[src/rtl/mother_base_ctrl.sv]
// rtl/mother_base_ctrl.sv - mother base hit/health sequencer for the VGA playfield
//
// Purpose: arbitrates bullet-hit pulses from both player tanks against a shared
// health counter and sequences the base through ALIVE, FLASH, DYING and DEAD.
// Drives the colour/visibility of the base square object and raises game-over.
// Time is counted in video frames via startOfFrame.
//
// Optional feature macro: MOTHER_BASE_REGEN_EN (health regeneration in ALIVE).
//
// Ports:
//   clk          in   pixel clock
//   reset        in   synchronous active-high reset
//   startOfFrame in   one-cycle pulse per video frame
//   hitP1        in   one-cycle pulse, player-1 bullet hit the base
//   hitP2        in   one-cycle pulse, player-2 bullet hit the base
//   restart      in   one-cycle pulse, new game
//   baseColor    out  colour for the square object (registered)
//   baseVisible  out  square object may draw (registered)
//   health       out  current health (registered)
//   lastHitter   out  {P2,P1} of the most recent accepted hit, 00 = none
//   gameOver     out  high while DEAD (registered)

module mother_base_ctrl #(
  parameter int          MAX_HEALTH   = 4,
  parameter int          FLASH_FRAMES = 8,
  parameter int          DYING_FRAMES = 30,
  parameter int          REGEN_FRAMES = 120,
  parameter logic [7:0]  NORMAL_COLOR = 8'h5b,
  parameter logic [7:0]  FLASH_COLOR  = 8'hE0,
  parameter logic [7:0]  DYING_COLOR  = 8'hE4,
  parameter logic [7:0]  DEAD_COLOR   = 8'h49
) (
  input  logic       clk,
  input  logic       reset,
  input  logic       startOfFrame,
  input  logic       hitP1,
  input  logic       hitP2,
  input  logic       restart,
  output logic [7:0] baseColor,
  output logic       baseVisible,
  output logic [3:0] health,
  output logic [1:0] lastHitter,
  output logic       gameOver
);

  typedef enum logic [1:0] {ALIVE, FLASH, DYING, DEAD} state_t;

  localparam logic [3:0] MAX_LOAD   = MAX_HEALTH[3:0];
  localparam logic [7:0] FLASH_LOAD = FLASH_FRAMES[7:0];
  localparam logic [7:0] DIE_LOAD   = DYING_FRAMES[7:0];

  state_t     state, state_nxt;
  logic [3:0] health_nxt;
  logic [1:0] last_nxt;
  logic [7:0] flash_cnt, flash_nxt;
  logic       phase, phase_nxt;
  logic [7:0] die_cnt, die_nxt;
  logic       die_vis, die_vis_nxt;
  logic [7:0] color_nxt;
  logic       visible_nxt;

  logic       hit;
  logic [1:0] hit_n;
  logic [3:0] health_sub;

`ifdef MOTHER_BASE_REGEN_EN
  localparam logic [7:0] REGEN_LOAD = REGEN_FRAMES[7:0];
  logic [7:0] regen_cnt, regen_nxt;
`endif

  assign hit   = hitP1 | hitP2;
  assign hit_n = {1'b0, hitP1} + {1'b0, hitP2};
  // Saturating subtract: a double hit at health 1 lands on 0, never wraps.
  assign health_sub = (health > {2'b00, hit_n}) ? (health - {2'b00, hit_n}) : 4'd0;

  always_ff @(posedge clk) begin
    if (reset) begin
      state       <= ALIVE;
      health      <= MAX_LOAD;
      lastHitter  <= 2'b00;
      flash_cnt   <= 8'd0;
      phase       <= 1'b0;
      die_cnt     <= 8'd0;
      die_vis     <= 1'b1;
      baseColor   <= NORMAL_COLOR;
      baseVisible <= 1'b1;
      gameOver    <= 1'b0;
`ifdef MOTHER_BASE_REGEN_EN
      regen_cnt   <= 8'd0;
`endif
    end else begin
      state       <= state_nxt;
      health      <= health_nxt;
      lastHitter  <= last_nxt;
      flash_cnt   <= flash_nxt;
      phase       <= phase_nxt;
      die_cnt     <= die_nxt;
      die_vis     <= die_vis_nxt;
      baseColor   <= color_nxt;
      baseVisible <= visible_nxt;
      gameOver    <= (state_nxt == DEAD);
`ifdef MOTHER_BASE_REGEN_EN
      regen_cnt   <= regen_nxt;
`endif
    end
  end

  always_comb begin
    state_nxt   = state;
    health_nxt  = health;
    last_nxt    = lastHitter;
    flash_nxt   = flash_cnt;
    phase_nxt   = phase;
    die_nxt     = die_cnt;
    die_vis_nxt = die_vis;
`ifdef MOTHER_BASE_REGEN_EN
    // Regen only accumulates in ALIVE; every other state holds it cleared.
    regen_nxt   = 8'd0;
`endif

    if (restart) begin
      state_nxt   = ALIVE;
      health_nxt  = MAX_LOAD;
      last_nxt    = 2'b00;
      flash_nxt   = 8'd0;
      phase_nxt   = 1'b0;
      die_nxt     = 8'd0;
      die_vis_nxt = 1'b1;
    end else begin
      case (state)
        ALIVE, FLASH: begin
          if (hit) begin
            // A hit outranks a coincident frame tick, which is dropped.
            health_nxt = health_sub;
            last_nxt   = {hitP2, hitP1};
            phase_nxt  = 1'b0;
            if (health_sub == 4'd0) begin
              state_nxt   = DYING;
              flash_nxt   = 8'd0;
              die_nxt     = DIE_LOAD;
              die_vis_nxt = 1'b1;
            end else begin
              state_nxt = FLASH;
              flash_nxt = FLASH_LOAD;
            end
          end else if (state == FLASH) begin
            if (startOfFrame) begin
              flash_nxt = flash_cnt - 8'd1;
              phase_nxt = ~phase;
              if (flash_cnt == 8'd1) begin
                state_nxt = ALIVE;
                phase_nxt = 1'b0;
              end
            end
          end else begin
`ifdef MOTHER_BASE_REGEN_EN
            regen_nxt = regen_cnt;
            if (health == MAX_LOAD) begin
              regen_nxt = 8'd0;
            end else if (startOfFrame) begin
              if (regen_cnt + 8'd1 == REGEN_LOAD) begin
                health_nxt = health + 4'd1;
                regen_nxt  = 8'd0;
              end else begin
                regen_nxt = regen_cnt + 8'd1;
              end
            end
`endif
          end
        end
        DYING: begin
          if (startOfFrame) begin
            die_nxt     = die_cnt - 8'd1;
            die_vis_nxt = ~die_vis;
            if (die_cnt == 8'd1) begin
              state_nxt   = DEAD;
              die_vis_nxt = 1'b1;
            end
          end
        end
        default: begin
        end
      endcase
    end

    // Outputs are decoded from the next state so they land one edge after the event.
    visible_nxt = 1'b1;
    case (state_nxt)
      ALIVE:   color_nxt = NORMAL_COLOR;
      FLASH:   color_nxt = phase_nxt ? NORMAL_COLOR : FLASH_COLOR;
      DYING: begin
        color_nxt   = DYING_COLOR;
        visible_nxt = die_vis_nxt;
      end
      default: color_nxt = DEAD_COLOR;
    endcase
  end

endmodule
[config.mk]
export PLATFORM = sky130hd
export DESIGN_NAME = mother_base_ctrl
export DESIGN_NICKNAME = d
export VERILOG_FILES = /design/src/rtl/mother_base_ctrl.sv
export SDC_FILE = /design/constraint.sdc
export NUM_CORES = 1
export LEC_CHECK = 0
export CAP_MARGIN = 20
export CORE_MARGIN = 10
export CORE_UTILIZATION = 55
export CTS_BUF_LIST = sky130_fd_sc_hd__clkbuf_4 sky130_fd_sc_hd__clkbuf_8 sky130_fd_sc_hd__clkbuf_16
export CTS_CLUSTER_DIAMETER = 50
export DETAILED_ROUTE_END_ITERATION = 16
export PLACE_DENSITY_LB_ADDON = 0.2
export SETUP_SLACK_MARGIN = 0.5
export SLEW_MARGIN = 20
export SYNTH_ARGS = -nofsm -noshare
export SYNTH_HDL_FRONTEND = slang
export SYNTH_SLANG_ARGS = --single-unit
[constraint.sdc]
create_clock -name clk -period 4.5 [get_ports clk]
set_input_delay 0.675 -clock clk [delete_from_list [all_inputs] [get_ports clk]]
set_output_delay 0.675 -clock clk [all_outputs]
set_load 0.05 [all_outputs]
==> summary.md, run 1 <==
| Metric | Value |
|---|---|
| Total setup buffers inserted after CTS | `0` |
| Setup Skew | `0.0124 ns` |
| Slew HR | `44.8%` |
| Mapped Avg Cell Area | `~8.5 µm²` |
| Worst Max-Slew Pin Slew | `0.807 ns` |
| DIE WIDTH | `77.5 µm` |
| Clock root buffer | `clkbuf_4` |
| Warning count from the yosys run | `0` |
| Mapped Cells | `213` |
| Max Cap Viol | `0` |
| CTS Sinks | `32` |
| Netlist cell types | `58` |
| Clk_lat worst skew | `0.34 ns` |
| Antenna violations before repair | `0` |
| Max FO, Critical Path | `7` |
| Fraction of layout instances using a drive strength above 1 | `10.5%` |
| Fin cells | `roughly 270` |
| Clk slew on worst S/H paths | `0.10 ns` |
| Placed Cells | `264` |
| Syn Nets | `228` |
| EDFF count, synth | `0` |
| CTS buffer count | `5` |
| Worst Setup Path Type | `in2reg` |
| Remaining DRCs | `0` |
| Status | `completed` |
| Critical Path Start Type | `input pin` |
| Maximum vdd drop | `218 µV` |
| Grt total ovfl | `0` |
| Die area | `6000 µm²` |
| Routed vias/inst | `6.12` |
| Final setup fails | `0` |
| Setup tns final | `0 ns` |
| Hpwl dp | `3290 µm` |
| Ant diodes | `0` |
| Final WL | `4520 µm` |
| Core area | `a little over 3000 µm²` |
| Routed WL per cell | `16.6 µm` |
| First-pass GRT wire length | `roughly 7700 µm` |
| Final Cycle Share | `72.6%` |
| Fin crit period | `between 3 and 4 ns` |
| Starting Density | `roughly 59%` |
| RSZ-0062 raised after global routing | `false` |
| Hold bufs inserted after CTS | `0` |
| Layout area overhead | `15.0%` |
| Fin Hold WS | `0.467 ns` |
| Main synth FF type | `dfxtp_1` |
| Drt first-iter violations | `224` |
| Flop2flop setup slack | `2.02 ns` |
| Critical Path End Type | `flop` |
| Async SR Flop Fraction | `0%` |
| P_leak | `0.799 nW` |
| Slowest stage cell on the critical path | `or4_1` |
| Max Clk Rate | `between 300 and 400 MHz` |
| Synthesized area | `1820 µm²` |
| Die Span Y | `roughly 77 µm` |
| Post-synthesis sequential area ratio | `35.3%` |
| Commonest cells after routing, fill and taps aside | `32 x dfxtp_1, 20 x nor2_1, 20 x clkdlybuf4s50_1` |
| CP Data Required Time | `4.78 ns` |
| Fin. max-slew vios | `0` |
| Worst path max stage delay | `0.57 ns` |
| CTS H-tree lvls | `2` |
| Critical Path AT | `3.55 ns` |
| Pwr per Cell Area | `350 nW/µm²` |
| CTS tree | `done` |
| Largest net degree at the start of global routing | `23` |
| DR vias | `1,664` |
| Gpl congestion | `0.836` |
| Final hold violations | `0` |
| GRT Total Usage | `15.2%` |
| Clock Path Buffers | `2` |
| Sequence of cells on the critical path | `clkdlybuf4s50_1, inv_1, ha_1, ha_1, inv_1, fa_1, a21bo_2, or4_1, a31oi_2, o221a_2` |
| Vias in the first global route | `about 1.7k` |
| Synthesis-stage register bit count | `32` |
| Hold Path Class | `reg2reg` |
| Cts repair resizes | `0` |
| Final Net Count | `around 240` |
| Commonest non-fill, non-tap cell in the layout | `dfxtp_1` |
| Drt first pass iters | `4` |
| Row count | `20` |
| # IOs | `22` |
| Number of port buffers | `20` |
| Detail Route Antenna Nets | `0` |
## critical path: cells and delay by family
kind,cells,cell delay [ns]
buffers and inverters,3,0.66
and+or+nand+nor,1,0.57
adders and majority gates,3,0.74
AOI/OAI and AO/OA,3,0.90
## cells by family (layout without fill, tap and decap cells)
kind of cell             Yosys count  after routing  synth area share, %
AO/OA/AOI/OAI                     56             56                 21.5
XOR/XNOR                           4              4                 1.93
adder cells (fa/ha/maj)            9              9                 6.61
buffers and inverters             26             41                 6.34
flip-flops                        32             32                 35.3
multiplexers                       2              2                 1.17
other                              1              1                0.206
AND/OR/NAND/NOR                   83             83                 27.0
## worst paths after layout
check                startpoint             to  cells after the start
hold reg to reg   lastHitter[1]  lastHitter[1]                      2
hold / removal    lastHitter[1]  lastHitter[1]                      2
setup reg to reg      health[0]     die_cnt[0]                      8
setup / recovery          hitP1     die_cnt[0]                     10
## stage by stage
stage / setup slack (ns) / instance area (µm²) / utilization, % / power, mW
floorplan: 1.70 / 1820 / - / 0.462
global placement: 1.05 / 2010 / 64.8 / 0.502
detailed placement: 0.901 / 2010 / 64.8 / 0.513
CTS: 1.25 / 2090 / 67.3 / 0.732
global route: 1.09 / 2090 / 67.3 / 0.768
finish: 1.23 / 2090 / 67.3 / 0.732
## report_power, final
part	switching, mW	internal (mW)
Clock	0.101	0.122
Combinational	0.117	0.0753
Sequential	0.0185	0.298
## layer usage
metal | routed length, µm | up-vias | GRT usage [%] | share of wire (%)
met4 | 68 | 0 | 5.11 | 1.5
met2 | 2200 | 70 | 24.2 | 49
li1 | - | 800 | - | -
met5 | 0 | - | 0 | 0
met1 | 1850 | 785 | 17.8 | 41
met3 | 405 | 9 | 7.03 | 9.0
## final cells by class
class / count / area, µm²
Clock buffer: 6 / 45.0
Clock inverter: 2 / 35.0
Fill cell: 290 / 1010
Inverter: 12 / 45.0
Multi-Input combinational cell: 155 / 1060
Sequential cell: 32 / 641
Tap cell: 44 / 55.1
Timing Repair Buffer: 21 / 208
## sequential cells by signal, summed over array words and instances, names as in the netlist, 2 cells and up
register    cells
die_cnt         8
flash_cnt       8
baseColor       4
health          4
lastHitter      2
state           2
## synth_stat cells, drive strengths merged (3+ instances only)
library cell | instances | area [µm²]
clkbuf | 7 | 26.3
or4 | 4 | 37.5
o31a | 3 | 27.5
nor4 | 3 | 18.8
o21ai | 13 | 65.1
nor2b | 3 | 18.8
ha | 8 | 100
or2 | 6 | 37.5
nor3 | 4 | 20.0
or3 | 3 | 18.8
a21oi | 11 | 55.1
nand2b | 5 | 31.3
a311oi | 3 | 26.3
dfxtp | 32 | 641
a31oi | 7 | 50.1
xnor2 | 3 | 26.3
nand2 | 12 | 45.0
nor4bb | 5 | 50.1
nor2 | 20 | 75.1
and3b | 3 | 26.3
buf | 7 | 43.8
nor3b | 3 | 22.5
nand3 | 4 | 20.0
inv | 12 | 45.0
Power figures use the tool's default switching activity.
==> run 2, diff against run 1 <==
==> constraint.sdc (replaced) <==
create_clock -name clk -period 3.1 [get_ports clk]
set_input_delay 0.465 -clock clk [delete_from_list [all_inputs] [get_ports clk]]
set_output_delay 0.465 -clock clk [all_outputs]
set_load 0.05 [all_outputs]
==> summary.md, run 2 (same netlist as run 1, synthesis figures left out) <==
| Metric | Value |
|---|---|
| Largest net degree at the start of global routing | `22` |
| Layout area overhead | `20.1%` |
| Drt first pass iters | `4` |
| Grt total ovfl | `0` |
| Slowest stage cell on the critical path | `fa_2` |
| Core area | `slightly above 3000 µm²` |
| CP Data Required Time | `~3.3 ns` |
| Worst path max stage delay | `approximately 0.46 ns` |
| Max Clk Rate | `398 MHz` |
| Remaining DRCs | `0` |
| Pwr per Cell Area | `476 nW/µm²` |
| Max FO, Critical Path | `7` |
| Status | `completed` |
| Final setup fails | `0` |
| P_leak | `0.846 nW` |
| CTS buffer count | `5` |
| Hold Path Class | `reg2reg` |
| Routed vias/inst | `6.05` |
| Clock Path Buffers | `2` |
| CTS tree | `done` |
| Commonest non-fill, non-tap cell in the layout | `dfxtp_1` |
| GRT Total Usage | `15.2%` |
| Final Net Count | `~250` |
| Die Span Y | `77.5 µm` |
| Routed WL per cell | `16.2 µm` |
| Commonest cells after routing, fill and taps aside | `32 x dfxtp_1, 20 x nor2_1, 18 x clkdlybuf4s50_1` |
| Final Cycle Share | `81.1%` |
| Setup Skew | `0.00354 ns` |
| Fin crit period | `2.51 ns` |
| Final WL | `4550 µm` |
| Top Registers | `die_cnt: 8 flops, flash_cnt: 8 flops` |
| Setup ws final | `0.587 ns` |
| Worst Setup Path Type | `in2reg` |
| Detail Route Antenna Nets | `0` |
| Critical Path AT | `roughly 2.8 ns` |
| Max Cap Viol | `0` |
| Pre-CTS setup slack | `-0.192 ns` |
| DIE WIDTH | `77.5 µm` |
| Ant diodes | `0` |
| Hold bufs inserted after CTS | `0` |
| Filler cells | `287` |
| Final hold violations | `0` |
| Critical Path End Type | `flop` |
| Starting Density | `approximately three fifths` |
| Fraction of layout instances using a drive strength above 1 | `between 10% and 20%` |
| Clock root buffer | `clkbuf_4` |
| Delay-heaviest family, CP | `adder cells` |
| RSZ-0062 raised after global routing | `true` |
| Clk slew on worst S/H paths | `0.09 ns` |
| Clk_lat worst skew | `0.35 ns` |
| First-pass GRT wire length | `7600 µm` |
| CTS H-tree lvls | `2` |
| DR vias | `1,699` |
| Gpl congestion | `0.861` |
| Hpwl dp | `3400 µm` |
| # IOs | `22` |
| Critical Path Start Type | `input pin` |
| Buffers plus inverters on the worst setup path | `4` |
| Fin util | `between 70% and 80%` |
| Sequence of cells on the critical path | `clkdlybuf4s15_1, inv_1, ha_1, ha_2, inv_2, fa_2, nor4bb_2, a211o_1, a31oi_2, buf_6, o31a_1` |
| Maximum vdd drop | `266 µV` |
| Drt first-iter violations | `222` |
| Fin. max-slew vios | `0` |
| Antenna violations before repair | `0` |
| Worst Max-Slew Pin Slew | `0.785 ns` |
| Die area | `6000 µm²` |
| Slew HR | `46.3%` |
| Vias in the first global route | `1,723` |
| Row count | `20` |
| Number of port buffers | `20` |
| Fin Hold WS | `0.469 ns` |
| CTS Sinks | `32` |
==> run 2: cell count changes in the layout (fill, tap and decap cells not counted), moves of 2 or more <==
cell             delta
buf_4               +9
clkdlybuf4s50_1     -2
nor4bb_2            +2
nor4bb_1            -2
clkbuf_8            +2
clkdlybuf4s15_1     +2
==> run 2: area by class of cell <==
| class | count | area (µm²) | area share, % |
|---|---|---|---|
| Multi-Input combinational cell | 155 | 1090 | 49.9 |
| Sequential cell | 32 | 641 | 29.4 |
| Timing Repair Buffer | 31 | 287 | 13.1 |
| Clock buffer | 7 | 65.1 | 2.98 |
| Tap cell | 44 | 55.1 | 2.52 |
| Inverter | 12 | 45.0 | 2.06 |
==> run 2: path summary, 6_finish.rpt <==
| check | from | end | slack (ns) | depth (start not counted) |
|---|---|---|---|---|
| setup / recovery | hitP2 | die_cnt[7] | 0.59 | 11 |
| hold / removal | lastHitter[1] | lastHitter[1] | 0.47 | 2 |
| setup reg to reg | health[0] | die_cnt[7] | 0.85 | 9 |
| hold reg to reg | lastHitter[1] | lastHitter[1] | 0.47 | 2 |
==> run 2: timing repair <==
item	in CTS	in global routing
resized for setup	6	6
pin swaps	6	5
buffers inserted	1	0
setup endpoints to repair	15	13
==> run 2: worst min-delay path, cell delays in order (launching register included) <==
cell and delay (ns):
dfxtp_1 0.32, nand2_1 0.05, a21oi_1 0.05
==> run 2: metrics by stage <==
step | TNS (ns) | std cells | area [µm²] | power (mW)
after floorplan | 0 | 213 | 1820 | 0.671
after global placement | -0.0266 | 273 | 2080 | 0.744
after detailed placement | -1.16 | 273 | 2080 | 0.760
final | 0 | 281 | 2180 | 1.04
after CTS | 0 | 281 | 2160 | 1.03
after global routing | 0 | 281 | 2180 | 1.09
==> run 2: per-layer routing <==
layer	track usage, %	wire [µm]	part of all wire (%)
met2	24.7	2190	48
met4	7.12	121	2.7
met1	17.0	1900	42
met3	6.45	330	7.3
met5	0	0	0
==> run 2: power breakdown <==
part,switching (mW),leakage (nW),internal [mW]
clock,0.140,0.0374,0.128
sequential,0.0232,0.260,0.432
combinational,0.181,0.548,0.133
total,0.345,0.846,0.693
